==> src/rtl/blink_rate_scheduler.sv <==
// blink_rate_scheduler
//   Generates a blink period whose length is chosen by a 3-bit speed level.
//   A prescaler divides clk into base ticks; the period is (8 - level) * 4
//   base ticks. blink_tick pulses in the last cycle of each period and phase
//   toggles on every blink_tick.
//
// Parameters
//   PRESCALE    : clk cycles per base tick (2 .. 2^24)
//   RESET_LEVEL : speed level loaded at reset (0 .. 7)
//
// Ports
//   clk        : system clock, rising edge
//   reset      : synchronous active-high reset
//   enable     : 1 runs the timing counters, 0 freezes them
//   restart    : one-cycle pulse, resynchronises timing to period start
//   up / down  : one-cycle pulses, saturating increment / decrement of level
//   blink_tick : one-cycle pulse at the end of each blink period
//   phase      : square wave, toggles on every blink_tick
//   level      : current registered speed level
module blink_rate_scheduler #(
    parameter int unsigned PRESCALE    = 3125000,
    parameter int unsigned RESET_LEVEL = 4
) (
    input  logic       clk,
    input  logic       reset,
    input  logic       enable,
    input  logic       restart,
    input  logic       up,
    input  logic       down,
    output logic       blink_tick,
    output logic       phase,
    output logic [2:0] level
);

    localparam int unsigned PW      = (PRESCALE > 1) ? $clog2(PRESCALE) : 1;
    localparam logic [PW-1:0] PRE_MAX = PW'(PRESCALE - 1);
    localparam logic [2:0]    RST_LVL = 3'(RESET_LEVEL);

    // Period in base ticks for a level: (8 - l) * 4, range 4..32.
    function automatic logic [5:0] period_of(input logic [2:0] l);
        return {4'd8 - {1'b0, l}, 2'b00};
    endfunction

    logic [PW-1:0] pre_cnt;
    logic [4:0]    per_cnt;
    logic [5:0]    active_period;
    logic [2:0]    level_next;
    logic          base_tick;

    always_comb begin
        level_next = level;
        if (up && !down && level != 3'd7)
            level_next = level + 3'd1;
        else if (down && !up && level != 3'd0)
            level_next = level - 3'd1;
    end

    // reset and restart both suppress the end-of-period pulse in their cycle.
    always_comb begin
        base_tick  = enable && (pre_cnt == PRE_MAX);
        blink_tick = base_tick && !reset && !restart &&
                     ({1'b0, per_cnt} == active_period - 6'd1);
    end

    always_ff @(posedge clk) begin
        if (reset) begin
            level         <= RST_LVL;
            pre_cnt       <= '0;
            per_cnt       <= '0;
            phase         <= 1'b0;
            active_period <= period_of(RST_LVL);
        end else begin
            level <= level_next;
            if (restart) begin
                // Period comes from the pre-update level, so a coincident
                // up/down only affects the period after this one.
                pre_cnt       <= '0;
                per_cnt       <= '0;
                phase         <= 1'b0;
                active_period <= period_of(level);
            end else if (enable) begin
                pre_cnt <= base_tick ? '0 : pre_cnt + PW'(1);
                if (blink_tick) begin
                    per_cnt       <= '0;
                    phase         <= ~phase;
                    active_period <= period_of(level);
                end else if (base_tick) begin
                    per_cnt <= per_cnt + 5'd1;
                end
            end
        end
    end

endmodule

==> config.mk <==
export PLATFORM = sky130hd
export DESIGN_NAME = blink_rate_scheduler
export DESIGN_NICKNAME = d
export VERILOG_FILES = /design/src/rtl/blink_rate_scheduler.sv
export SDC_FILE = /design/constraint.sdc
export NUM_CORES = 1
export LEC_CHECK = 0
export CAP_MARGIN = 15
export CORE_ASPECT_RATIO = 1.4
export CORE_MARGIN = 2
export CORE_UTILIZATION = 51
export DETAILED_ROUTE_END_ITERATION = 10
export PLACE_DENSITY = 0.7
export SLEW_MARGIN = 20
export SYNTH_ARGS = -nofsm -noshare
export SYNTH_HDL_FRONTEND = slang
export SYNTH_SLANG_ARGS = --single-unit
==> constraint.sdc <==
create_clock -name clk -period 2.24 [get_ports clk]
set_input_delay 0.224 -clock clk [delete_from_list [all_inputs] [get_ports clk]]
set_output_delay 0.224 -clock clk [all_outputs]
set_load 0.02 [all_outputs]
==> results.cfg <==
[run_status]
status = finished, final reports clean

[timing]
slew_violations = 0
timing.fmax_mhz = 485
worst_pin_slew_ns = 0.422
post-route-min-period_ns = 2.06
post-route-period-util = 0.921
final-hold-violation-count = 0
rsz0062_at_grt = false
hold_ws_ns = 0.490
setup_ws_ns = 0.177
finalClockSkew_ns = 0.00771
slew_headroom = 0.716
final.setup.tns_ns = 0
finalSetupViolations = 0

[detailed_routing]
firstDrtPassIters = 4
drtIter0Drc = 35
route.detailed.drc = 0
wire_per_inst_um = 13.3
via_count = 1568
routed_wl_um = 3690
viasPerCell = 5.66
ant_nets = 0

[critical_path]
cp_max_fo = 4
max_stage_delay_ns = 0.37
cp_cell_sequence = inv_1 -> ha_1 -> xor2_1 -> and4_1 -> o2111ai_2 -> clkinv_2 -> clkbuf_2
critPathKind = flip-flop to output port
critical_path_cell_count = 7
cp.arrival_ns = 1.84
worstSetupEndpointType = output port
critical_path_buf_inv_count = 3
r2r-start = pre_cnt[3]
worstSetupStartpointType = flip-flop
r2r_cells = 5
critical-path-top-delay-family = flip-flops
required_ns = 2.02
cpMaxStageDelayCell = dfxtp_1
cp-startpoint = active_period[3]

[final_layout]
final-seq-area_sq_um = 701
instances_no_fill = 277
diodes = 0
nets = 249
multiInputGateArea_sq_um = 1060
fill_cells = 303
layout-drive-gt1-share = 0.139
area_delta_synth_final_pct = 19.1

[grt]
first_global_vias = 1536
grt-ovfl-total = 0
grt_max_degree = 21
groute.usage.overall = 0.207
antenna_found_initial = 0
grt_pass1_wl_um = 6200

[floorplanning]
rows = 25
dieArea_sq_um = 4040
die_height_um = 74.4
start_util = 0.534
coreArea_sq_um = 3380
io_pins = 11
dieWidth_um = 54.3

[yosys]
yosys-top-cells-area = dfxtp_1 39%, xor2_1 7.8%, nor2_1 5.8%, xnor2_1 4.4%, ha_1 4.2%
yosys.area_share.simple = 0.302
ys.flop_type = dfxtp_1
synth_edf_count = 0
syn_avg_cell_area_sq_um = 8.68
synth_most_common_cell = dfxtp_1
synth_xor_area_frac = 0.121
yosysSeqAreaShare = 0.388
synthesis.area_sq_um = 1810
synthAdderAreaFrac = 0.0527
ys_ff_latch = 35
yosys.area.top_type = dfxtp_1
synth_top_family_by_area = simple AND/OR/NAND/NOR gates
synth_compound_area_frac = 0.0908
ys_top_cells_by_count = 35 x dfxtp_1, 28 x nor2_1, 16 x nand2_1, 16 x xor2_1, 15 x nand3_1
syn_inst = 208
ys_warn_count = 0
syn-num-nets = 221
synth_mux_area_frac = 0.0111
async_reset_ff_frac = 0
synth_cell_types = 39
synth_top_area_frac = 0.388

[place]
port_buffers = 10
place_hpwl_um = 2810
place_ws_ns = 0.0321
placed_cells_incl_taps = 269
place.gp.congestion = 0.791

[flow_run]
drv_cap = 0

[clock_network]
cts_num_sinks = 35
cts-hold-fix-buffers = 0
clock_latency_ns = 0.28
clk_pin_slew_ns = 0.07
clk_path_buf_depth = 2
cts_root_buf = clkbuf_8
cts_max_level = 2
cts_buffers = 5
cts_tree = done

[hold_path]
hold_class = flip-flop to flip-flop
hold_depth = 2
min_from = per_cnt[1]

[power_and_ir_drop]
peakVddDrop_uv = 544
p_total_uw = 1320
cellLeakagePower_uw = 0.000814
powerDensity_nw_per_um2 = 616
-- final cells by class --
cell class,instances,share of cell area
flip-flops and latches,35,0.326
inverters,8,0.0146
well taps,40,0.0233
multi-input cells,161,0.493
repair buffers,25,0.0966
clock buffers,8,0.0466
-- tightest hold or removal path, stage by stage, from the launching register on --
cell	delay, ns
dfxtp_1	0.33
nand2_1	0.06
a21oi_1	0.05
-- cells by family after synthesis --
group	Yosys count
mux	2
buf+inv	12
fa+ha+maj	7
compound gates	26
xor+xnor	25
flops	35
simple gates	101
-- cell usage in the layout (no fill, tap or decap), drive strengths merged, types with 2 or more instances in the layout --
cell	synthesis	routed
nor3	8	8
nor2	28	28
a21o	2	2
and3	5	5
nand4	8	8
nand3	15	15
mux2i	2	2
xnor2	9	9
and4	3	3
nand2	17	17
dfxtp	35	35
xor2	16	16
ha	6	6
o2111ai	3	3
nor4	4	4
and3b	2	2
o21a	2	2
clkbuf	2	9
nand2b	2	2
a21oi	11	11
or4b	2	2
buf	2	15
clkdlybuf4s50	0	9
o21ai	5	5
inv	7	7
-- path summary, 6_finish.rpt --
kind                end  slack (ns)
max          blink_tick        0.18
min          per_cnt[1]        0.49
max reg2reg  pre_cnt[8]        0.18
min reg2reg  per_cnt[1]        0.49
-- where the power goes --
part	switching [uW]	internal (uW)	total (uW)
sequential	19.7	640	660
clock	220	281	501
combinational	86.9	77.0	164
total	327	998	1320
-- state kept, by name, summed over array words and instances, names as in the netlist --
name           flops
active_period      4
pre_cnt           22
level              3
phase              1
per_cnt            5
-- repair_timing --
action                     CTS  global route
setup endpoints to repair    1             6
setup buffers                0             0
resized for setup            2             4
cloned                       0             0
-- stage by stage --
stage,utilization,cell area (sq um)
floorplan,-,1810
global placement,0.603,2040
detailed placement,0.603,2040
CTS,0.634,2140
global route,0.636,2150
finish,0.636,2150
-- layer usage --
metal,up-vias,share of wire,wire (um),global-route usage
met4,0,0.018,66,0.0833
met5,-,0,0,0
met1,755,0.42,1540,0.215
li1,781,-,-,-
met2,24,0.53,1970,0.382
met3,8,0.029,108,0.0542
(Power assumes the default switching activity.)
